### config.mk
export PLATFORM = sky130hd
export DESIGN_NAME = gateway_array_flat
export DESIGN_NICKNAME = d
export VERILOG_FILES = /design/src/rtl/plic_pkg.sv /design/src/rtl/gateway_array_if.sv /design/src/rtl/gateway_cell.sv /design/src/rtl/gateway_array.sv /design/src/flat_wrapper.sv
export SDC_FILE = /design/constraint.sdc
export NUM_CORES = 1
export LEC_CHECK = 0
export ABC_AREA = 1
export ABC_CLOCK_PERIOD_IN_PS = 2100
export CORE_MARGIN = 2
export CORE_UTILIZATION = 54
export CTS_BUF_LIST = sky130_fd_sc_hd__clkbuf_16
export CTS_CLUSTER_DIAMETER = 150
export DETAILED_ROUTE_END_ITERATION = 10
export PLACE_DENSITY = 0.76
export SYNTH_ARGS = -nofsm -noshare
export SYNTH_HDL_FRONTEND = slang
export SYNTH_SLANG_ARGS = --single-unit
### constraint.sdc
create_clock -name clk_i -period 2.1 [get_ports clk_i]
set_input_delay 0.21 -clock clk_i [delete_from_list [all_inputs] [get_ports clk_i]]
set_output_delay 0.21 -clock clk_i [all_outputs]
set_load 0.01 [all_outputs]
### src/rtl/plic_pkg.sv
// -----------------------------------------------------------------------------
// plic_pkg
// Shared types and helpers for the PLIC interrupt gateway bank.
//   trig_e   : per-source trigger mode encoding (matches the type_i bit)
//   cnt_max  : saturation value of a CNT_W-bit edge pending counter
// -----------------------------------------------------------------------------
package plic_pkg;

    typedef enum logic {
        TRIG_LEVEL = 1'b0,
        TRIG_EDGE  = 1'b1
    } trig_e;

    // Largest value an unsigned counter of width w can hold.
    function automatic int unsigned cnt_max(input int unsigned w);
        return (32'd1 << w) - 32'd1;
    endfunction

endpackage

### src/rtl/gateway_array_if.sv
// -----------------------------------------------------------------------------
// gateway_array_if
// Bundle of the per-source interrupt lines between devices/arbitration core
// (master side) and the gateway bank (slave side). One bit per source.
//   irq_i   : raw interrupt lines, active high          (master -> slave)
//   type_i  : trigger mode, 0 = level, 1 = rising edge   (master -> slave)
//   ready_i : core accepts the request of source i       (master -> slave)
//   comp_i  : completion pulse for source i              (master -> slave)
//   valid_o : request of source i to the core            (slave -> master)
//   ovf_o   : edge dropped on a saturated counter        (slave -> master)
// -----------------------------------------------------------------------------
interface gateway_array_if #(
    parameter int NSRC = 32
);
    logic [NSRC-1:0] irq_i;
    logic [NSRC-1:0] type_i;
    logic [NSRC-1:0] ready_i;
    logic [NSRC-1:0] comp_i;
    logic [NSRC-1:0] valid_o;
    logic [NSRC-1:0] ovf_o;

    modport master (
        output irq_i, type_i, ready_i, comp_i,
        input  valid_o, ovf_o
    );

    modport slave (
        input  irq_i, type_i, ready_i, comp_i,
        output valid_o, ovf_o
    );
endinterface

### src/rtl/gateway_cell.sv
// -----------------------------------------------------------------------------
// gateway_cell
// One PLIC interrupt gateway: optional input synchroniser, rising-edge detect,
// saturating edge pending counter and in-flight claim flag.
// Optional feature macro: PLIC_GATEWAY_SYNC_EN (2-flop synchroniser on irq_i).
// Ports:
//   clk_i, rst_n_i : clock, asynchronous active-low reset
//   irq_i          : raw interrupt line
//   type_i         : 0 = level, 1 = rising edge
//   ready_i        : core accepts this request in the current cycle
//   comp_i         : completion pulse from the target
//   valid_o        : request to the core (combinational from state)
//   ovf_o          : registered pulse, the cycle after an edge was dropped
//                    because the counter was already saturated
// -----------------------------------------------------------------------------
module gateway_cell
    import plic_pkg::*;
#(
    parameter int CNT_W = 3
) (
    input  logic clk_i,
    input  logic rst_n_i,
    input  logic irq_i,
    input  logic type_i,
    input  logic ready_i,
    input  logic comp_i,
    output logic valid_o,
    output logic ovf_o
);

    localparam logic [CNT_W-1:0] CNT_MAX  = CNT_W'(cnt_max(CNT_W));
    localparam logic [CNT_W-1:0] CNT_ONE  = CNT_W'(1);
    localparam logic [CNT_W-1:0] CNT_ZERO = CNT_W'(0);

    logic             irq_s;
    logic             prev_r;
    logic             type_r;
    logic             inflight_r;
    logic [CNT_W-1:0] cnt_r;
    logic             ovf_r;

    logic             rise_s;
    logic             edge_mode_s;
    logic             valid_s;
    logic             hs_s;
    logic             inflight_nxt_s;
    logic [CNT_W-1:0] cnt_nxt_s;
    logic             ovf_nxt_s;

`ifdef PLIC_GATEWAY_SYNC_EN
    logic sync1_r;
    logic sync2_r;

    // Two-flop synchroniser for an asynchronous device line.
    always_ff @(posedge clk_i or negedge rst_n_i) begin
        if (!rst_n_i) begin
            sync1_r <= 1'b0;
            sync2_r <= 1'b0;
        end else begin
            sync1_r <= irq_i;
            sync2_r <= sync1_r;
        end
    end

    assign irq_s = sync2_r;
`else
    assign irq_s = irq_i;
`endif

    assign rise_s      = irq_s & ~prev_r;
    assign edge_mode_s = (trig_e'(type_i) == TRIG_EDGE);

    // Request generation; gated by reset so a level line held high cannot
    // present a request while the bank is in reset.
    always_comb begin
        valid_s = 1'b0;
        if (!rst_n_i) begin
            valid_s = 1'b0;
        end else if (inflight_r) begin
            valid_s = 1'b0;
        end else if (edge_mode_s) begin
            valid_s = (cnt_r != CNT_ZERO);
        end else begin
            valid_s = irq_s;
        end
    end

    assign hs_s = valid_s & ready_i;

    // Next-state logic for the claim flag and the edge pending counter.
    always_comb begin
        inflight_nxt_s = inflight_r;
        cnt_nxt_s      = cnt_r;
        ovf_nxt_s      = 1'b0;

        // A handshake only happens while not in flight, so a completion that
        // coincides with it is ignored by construction.
        if (comp_i && inflight_r) begin
            inflight_nxt_s = 1'b0;
        end else if (hs_s) begin
            inflight_nxt_s = 1'b1;
        end else begin
            inflight_nxt_s = inflight_r;
        end

        if (type_i != type_r) begin
            // Mode change discards any pending edges, including one arriving now.
            cnt_nxt_s = CNT_ZERO;
        end else if (!edge_mode_s) begin
            cnt_nxt_s = CNT_ZERO;
        end else begin
            case ({rise_s, hs_s})
                2'b10: begin
                    if (cnt_r == CNT_MAX) begin
                        cnt_nxt_s = cnt_r;
                        ovf_nxt_s = 1'b1;
                    end else begin
                        cnt_nxt_s = cnt_r + CNT_ONE;
                    end
                end
                2'b01:   cnt_nxt_s = cnt_r - CNT_ONE;
                default: cnt_nxt_s = cnt_r; // idle, or edge and handshake cancel
            endcase
        end
    end

    // State registers.
    always_ff @(posedge clk_i or negedge rst_n_i) begin
        if (!rst_n_i) begin
            prev_r     <= 1'b0;
            type_r     <= 1'b0;
            inflight_r <= 1'b0;
            cnt_r      <= CNT_ZERO;
            ovf_r      <= 1'b0;
        end else begin
            prev_r     <= irq_s;
            type_r     <= type_i;
            inflight_r <= inflight_nxt_s;
            cnt_r      <= cnt_nxt_s;
            ovf_r      <= ovf_nxt_s;
        end
    end

    assign valid_o = valid_s;
    assign ovf_o   = ovf_r;

endmodule

### src/rtl/gateway_array.sv
// -----------------------------------------------------------------------------
// gateway_array
// Bank of NSRC independent PLIC interrupt gateways sitting between raw device
// interrupt lines and the priority/arbitration core.
// Optional feature macro: PLIC_GATEWAY_SYNC_EN (per-line 2-flop synchroniser).
// Ports:
//   clk_i   : system clock
//   rst_n_i : asynchronous active-low reset
//   bus     : gateway_array_if.slave (irq_i, type_i, ready_i, comp_i in;
//             valid_o, ovf_o out), NSRC bits each
// Parameters:
//   NSRC  : number of sources (1..1023)
//   CNT_W : width of each edge pending counter (saturates at 2^CNT_W-1)
// -----------------------------------------------------------------------------
module gateway_array
    import plic_pkg::*;
#(
    parameter int NSRC  = 32,
    parameter int CNT_W = 3
) (
    input  logic            clk_i,
    input  logic            rst_n_i,
    gateway_array_if.slave  bus
);

    for (genvar i = 0; i < NSRC; i++) begin : g_cell
        gateway_cell #(
            .CNT_W (CNT_W)
        ) u_cell (
            .clk_i   (clk_i),
            .rst_n_i (rst_n_i),
            .irq_i   (bus.irq_i[i]),
            .type_i  (bus.type_i[i]),
            .ready_i (bus.ready_i[i]),
            .comp_i  (bus.comp_i[i]),
            .valid_o (bus.valid_o[i]),
            .ovf_o   (bus.ovf_o[i])
        );
    end

endmodule

### src/flat_wrapper.sv
// flat-port wrapper written by rule: the top's interface ports become plain ports
module gateway_array_flat import plic_pkg::*;
#(
    parameter int NSRC  = 32,
    parameter int CNT_W = 3
)
  (clk_i, rst_n_i, bus_irq_i, bus_type_i, bus_ready_i, bus_comp_i, bus_valid_o, bus_ovf_o);
  gateway_array_if #(.NSRC(NSRC)) bus_i ();
  input  logic clk_i;
  input  logic rst_n_i;
  input wire logic [$bits(bus_i.irq_i)-1:0] bus_irq_i;
  input wire logic [$bits(bus_i.type_i)-1:0] bus_type_i;
  input wire logic [$bits(bus_i.ready_i)-1:0] bus_ready_i;
  input wire logic [$bits(bus_i.comp_i)-1:0] bus_comp_i;
  output wire logic [$bits(bus_i.valid_o)-1:0] bus_valid_o;
  output wire logic [$bits(bus_i.ovf_o)-1:0] bus_ovf_o;
  assign bus_i.irq_i = bus_irq_i;
  assign bus_i.type_i = bus_type_i;
  assign bus_i.ready_i = bus_ready_i;
  assign bus_i.comp_i = bus_comp_i;
  assign bus_valid_o = bus_i.valid_o;
  assign bus_ovf_o = bus_i.ovf_o;
  gateway_array #(.NSRC(NSRC), .CNT_W(CNT_W)) u_core (.clk_i(clk_i), .rst_n_i(rst_n_i), .bus(bus_i));
endmodule
==> flow_summary.yaml, run 1 <==
power:
  power.density_mw_per_mm2: 634.4
  leakage_nw: 10.37
  finalPower_mw: 11.77
  vdd_ir_drop_max_v: 0.0006549
clock_network:
  cts_tree: "yes"
  clk_path_buf_depth: 3
  cts_root_buffer: "clkbuf_16"
  htree_levels: 1
  cts_buffers: 27
  cts_sinks: 224
  worstSkewPairLatency_ps: 520
  clkSlewWorstSetupHoldPaths_ps: 60
grt:
  grt_use_met2_pct: 40.72
  grt_busiest_layer: "met2"
  grt_antenna_before_repair: 3
  grt_max_degree: 25
  grt_usage_pct: 23.28
  globalRouteMet1Util_pct: 29.72
  grt_pass1_wl_mm: 52.50
  use_met3_pct: 4.495
  grt_remaining_overflow: 0
  first_global_vias: 12113
final_layout:
  final_cell_mix: "nand2_1, inv_1, buf_4"
  utilization_pct: 73.44
  final_common_cell: "nand2_1"
  fillCellCount: 1861
  seqCellArea_sq_mm: 0.005618
  fin_nets: 2429
  drive_gt1_share_pct: 18.45
  finalNonFillerCells: 2522
  area_growth_pct: 33.31
  final_area_sq_mm: 0.01855
  multiInputGateArea_sq_mm: 0.006653
timing:
  setup_ws_ps: 43.43
  rsz0062_at_grt: "yes"
  hold_slack_ps: 156.6
  post-route-period-util_pct: 97.93
  fin_worst_skew_ps: 8.317
  setup_tns_ps: 0
  relSlewSlack_pct: 55.91
  slew_viol_final: 0
  fmax_mhz: 486.2
  finalHoldViolCount: 0
  tightest_slew_ps: 659.1
  setup_viol: 0
  period_needed_ps: 2057
synth:
  synthesis.nets: 2032
  synth_area_leaders: "dfrtp_1, nand2_1, inv_1"
  syn_avg_cell_area_sq_um: 7.842
  synthDistinctLibCells: 20
  ys_warn_count: 0
  synth_area_sq_mm: 0.01391
  synth_compound_area_share_pct: 2.734
  yosysTopAreaCellShare_pct: 40.29
  ys_ff_latch: 224
  synth_fa_ha_area_share_pct: 13.24
  synthXorXnorAreaFrac_pct: 0
  yosys.area.top_type: "dfrtp_1"
  synthSimpleGateAreaFrac_pct: 31.32
  synth_mux_area_share_pct: 0
  synthCells: 1774
  seq_area_frac_synth_pct: 40.29
  synth_top_family_by_area: "simple AND/OR/NAND/NOR gates"
critical_path:
  worst_setup_path_end_kind: "output pin"
  setup.worst_path.class: "reg2out"
  worstSetupStartpointType: "flip-flop"
  reg2reg_slack_ps: 130
  worstPathArrival_ps: 1850
  worstPathRequired_ps: 1890
  crit_path_start: "u_core.g_cell[14].u_cell.cnt_r[2]"
  cp_max_fo: 5
  r2r-start: "u_core.g_cell[7].u_cell.cnt_r[2]"
status:
  status: "finished clean"
placed_design:
  place_congestion: 0.8585
  pre_cts_ws_ps: -179.8
  dpl.cell_count: 2437
  dpl_cell_area_sq_mm: 0.01736
  port_buffers: 193
  dp.final_hpwl_mm: 23.55
die:
  die_y_microns: 164.5
  io_pins: 194
  rows: 58
  die-area_sq_mm: 0.02706
  start_util_pct: 55.09
  die_w_microns: 164.5
  core_sq_mm: 0.02525
drt:
  drc: 0
  drt_iter0_markers: 633
  vias: 12249
  wl_per_cell_microns: 12.38
  avgViaCountPerCell: 4.857
  wl_mm: 31.22
  dr.pass1.iters: 5
  ant_nets: 0
hold_path:
  hp-start: "bus_irq_i[1]"
  worstHoldPathType: "in2reg"
flow_run:
  max-cap-violations: 0
[logic make-up (layout without fill, tap and decap cells)]
| family | count (synthesis) | after routing |
|---|---|---|
| flops | 224 | 224 |
| other cells | 0 | 2 |
| simple gates | 959 | 959 |
| compound gates | 73 | 73 |
| buf+inv | 390 | 806 |
| fa+ha+maj | 128 | 128 |
[state kept, by name (all words and copies together) (netlist names)]
name	count
u_core.g_cell.u_cell.cnt_r	96
u_core.g_cell.u_cell.inflight_r	32
u_core.g_cell.u_cell.ovf_o	32
u_core.g_cell.u_cell.prev_r	32
u_core.g_cell.u_cell.type_r	32
[path summary, 6_finish.rpt]
path,endpoint,cells past startpoint
worst min-delay path,u_core.g_cell[1].u_cell.prev_r,1
worst max register to register,u_core.g_cell[7].u_cell.cnt_r[2],13
worst max-delay path,bus_valid_o[14],4
worst min register to register,u_core.g_cell[20].u_cell.cnt_r[2],2
max in group asynchronous,u_core.g_cell[30].u_cell.cnt_r[2],4
min in group asynchronous,u_core.g_cell[26].u_cell.ovf_o,2
[cell usage after synthesis (all sizes together)]
master,number
a21oi,38
and2,28
dfrtp,224
nor3,63
or2,28
ha,96
buf,67
nand2,571
nand3,131
fa,32
nor2,107
nand4,31
inv,323
o21ai,35
[layout make-up]
type                       instances  area share, %
multi-input combinational       1160          35.87
tap                              330          2.226
clock buffer                      27          3.643
inverter                         323          6.537
clock inverter                    21         0.7286
antenna                            2        0.02699
sequential                       224          30.29
timing repair buffer             435          20.68
[repair_timing]
action                     CTS  global route
setup endpoints to repair   15            38
gates resized for setup     18            45
hold endpoints to repair   204             0
setup buffers                6            23
pin swaps                    0             1
hold buffers                 6             0
[per-layer routing]
metal | part of all wire (%) | vias up | wire [microns]
met1 | 44 | 5707 | 13720
li1 | - | 6198 | -
met5 | 0.042 | - | 13
met4 | 2.4 | 2 | 760
met2 | 48 | 279 | 14980
met3 | 5.6 | 63 | 1753
[report_power, final]
group / internal, mW / switching, mW / total, mW / leakage, nW
logic: 1.31 / 1.38 / 2.68 / 7.03
clock network: 2.54 / 1.76 / 4.31 / 0.432
registers: 4.61 / 0.167 / 4.77 / 2.90
total: 8.46 / 3.31 / 11.8 / 10.4
[worst max-delay path, stage by stage (launching register included)]
cell and delay [ps]:
dfrtp_1 430, inv_1 90, nand3_1 110, and2_4 160
clkdlybuf4s50_1 540
(Power assumes the default switching activity.)
==> run 2: changes to the inputs <==
--- a/config.mk
+++ b/config.mk
@@ -6,13 +6,13 @@
 export NUM_CORES = 1
 export LEC_CHECK = 0
 export ABC_AREA = 1
-export ABC_CLOCK_PERIOD_IN_PS = 2100
+export ABC_CLOCK_PERIOD_IN_PS = 1800
 export CORE_MARGIN = 2
-export CORE_UTILIZATION = 54
+export CORE_UTILIZATION = 51
 export CTS_BUF_LIST = sky130_fd_sc_hd__clkbuf_16
 export CTS_CLUSTER_DIAMETER = 150
 export DETAILED_ROUTE_END_ITERATION = 10
-export PLACE_DENSITY = 0.76
+export PLACE_DENSITY = 0.75
 export SYNTH_ARGS = -nofsm -noshare
 export SYNTH_HDL_FRONTEND = slang
 export SYNTH_SLANG_ARGS = --single-unit
==> constraint.sdc (replaced) <==
create_clock -name clk_i -period 1.8 [get_ports clk_i]
set_input_delay 0.18 -clock clk_i [delete_from_list [all_inputs] [get_ports clk_i]]
set_output_delay 0.18 -clock clk_i [all_outputs]
set_load 0.01 [all_outputs]
==> run 2 against run 1 <==
- the flow now finishes with violations (negative setup slack)
- clock skew shrank 0.94 ps
- register-to-register slack worse by 310 ps
- setup slack got worse by 220 ps
- worst hold slack lost 35 ps
- critical endpoint is now u_core.g_cell[24].u_cell.cnt_r[2]
- highest routed layer unchanged
==> flow_summary.yaml, run 2 (synthesized netlist as in run 1, its figures left out) <==
timing:
  slew_viol_final: 0
  setup_viol: 29
  period_needed_ps: 1981
  fmax_mhz: 504.8
  hold_slack_ps: 121.9
  relSlewSlack_pct: 52.85
  tightest_slew_ps: 704.9
  fin_worst_skew_ps: 7.378
  finalHoldViolCount: 0
  setup_ws_ps: -180.9
  post-route-period-util_pct: 110.0
  rsz0062_at_grt: "yes"
die:
  die_w_microns: 169.2
  io_pins: 194
  start_util_pct: 51.76
  die-area_sq_mm: 0.02862
  core_sq_mm: 0.02688
  rows: 60
  die_y_microns: 169.2
critical_path:
  worstPathArrival_ps: 2450
  worstPathRequired_ps: 2270
  max_stage_delay_ps: 390
  worstSetupStartpointType: "flip-flop"
  crit_slowest_cell: "dfrtp_1"
  setup.worst_path.class: "reg2reg"
  cpMostUsedCell: "nand2_1"
  cpLargestDelayFamily: "simple AND/OR/NAND/NOR gates"
  cp.buffers_inverters: 2
  cp_max_fo: 2
  worst_setup_path_end_kind: "flip-flop"
  cp_cell_sequence: "nor2_1 > nand3_1 > and2_4 > nand2_4 > inv_4 > ha_4 > fa_2 > inv_1 > nand2_1 > nand2_1 > nand2_1 > nand2_1 > nand3_1 > nand2_1"
final_layout:
  utilization_pct: 77.16
  insertedDiodeCount: 0
  final_cell_mix: "nand2_1, buf_4, dfrtp_1"
  largest_reg_flops: 96
  area_growth_pct: 49.06
  top_register: "u_core.g_cell.u_cell.cnt_r"
  fillCellCount: 1719
  drive_gt1_share_pct: 38.50
  fin_nets: 2557
  finalNonFillerCells: 2658
  final_common_cell: "nand2_1"
drt:
  ant_nets: 0
  wl_per_cell_microns: 14.33
  dr.pass1.iters: 7
  avgViaCountPerCell: 5.023
  drt_iter0_markers: 882
  wl_mm: 38.09
  drc: 0
  vias: 13352
grt:
  first_global_vias: 13332
  grt_antenna_before_repair: 1
  grt_usage_pct: 24.09
  grt_pass1_wl_mm: 57.99
  grt_remaining_overflow: 0
  grt_max_degree: 20
clock_network:
  cts_root_buffer: "clkbuf_16"
  clk_path_buf_depth: 3
  clkSlewWorstSetupHoldPaths_ps: 60
  worstSkewPairLatency_ps: 530
  cts_sinks: 224
  htree_levels: 1
  cts_tree: "yes"
  cts_buffers: 26
placed_design:
  dpl.cell_count: 2538
  port_buffers: 193
  dp.final_hpwl_mm: 24.53
  place_congestion: 0.8630
flow_run:
  max-cap-violations: 0
hold_path:
  worstHoldPathType: "in2reg"
power:
  leakage_nw: 10.82
  power.density_mw_per_mm2: 704.5
  vdd_ir_drop_max_v: 0.0005870
  finalPower_mw: 14.61
status:
  violations: "negative setup slack"
  status: "finished with violations"
## run 2: cell count changes in the layout (fill, tap and decap cells not counted), sizes merged
cell,previous run,this run
buf,238,378
clkdlybuf4s50,169,160
dlymetal6s2s,9,0
clkdlybuf4s15,0,8
dlygate4sd2,13,5
clkbuf,27,32
inv,332,327
clkinvlp,0,3
diode,2,0
dlygate4sd3,6,8
## run 2: path summary, 6_finish.rpt
kind | slack (ps) | to | cells past startpoint | from
max | -180 | u_core.g_cell[24].u_cell.cnt_r[2] | 14 | u_core.g_cell[24].u_cell.cnt_r[1]
min | 120 | u_core.g_cell[15].u_cell.prev_r | 1 | bus_irq_i[15]
max reg2reg | -180 | u_core.g_cell[24].u_cell.cnt_r[2] | 14 | u_core.g_cell[24].u_cell.cnt_r[1]
min reg2reg | 540 | u_core.g_cell[12].u_cell.inflight_r | 2 | u_core.g_cell[12].u_cell.inflight_r
max in group asynchronous | 570 | u_core.g_cell[30].u_cell.cnt_r[2] | 4 | rst_n_i
min in group asynchronous | 190 | u_core.g_cell[22].u_cell.cnt_r[1] | 3 | rst_n_i
## run 2: per-stage QoR
stage,setup TNS [ps],setup slack (ps),instance area [sq um]
floorplan,-22.19,-22.19,14040
global placement,-22430,-378.9,18170
detailed placement,-26450,-400.9,18170
CTS,-1081,-94.68,19650
global route,-6334,-253.2,20740
finish,-1745,-180.9,20740
## run 2: layout make-up
| class | instances | area, sq um | share of cell area (%) |
|---|---|---|---|
| Clock inverter | 19 | 140.1 | 0.6758 |
| Multi-Input combinational cell | 1160 | 7888 | 38.04 |
| Timing Repair Buffer | 564 | 4772 | 23.01 |
| Clock buffer | 27 | 675.6 | 3.258 |
| Sequential cell | 224 | 5605 | 27.03 |
| Inverter | 323 | 1230 | 5.931 |
| Tap cell | 341 | 426.7 | 2.057 |
## run 2: repair_timing
item,CTS,global route
setup buffers,31,41
setup endpoints to repair,65,116
hold buffers,8,0
hold endpoints to repair,224,0
pin swaps,163,211
gates resized for setup,202,297
## run 2: power breakdown
part | total [mW] | switching [mW] | internal, mW
Clock | 5.09 | 2.11 | 2.98
Combinational | 3.98 | 2.04 | 1.94
Sequential | 5.54 | 0.167 | 5.37
Total | 14.6 | 4.33 | 10.3
## run 2: routing by layer
layer / GRT usage (%) / wire, microns
met2: 43.71 / 19620
met5: 0 / 13
met1: 29.58 / 15360
met3: 4.035 / 1934
met4: 6.726 / 1167
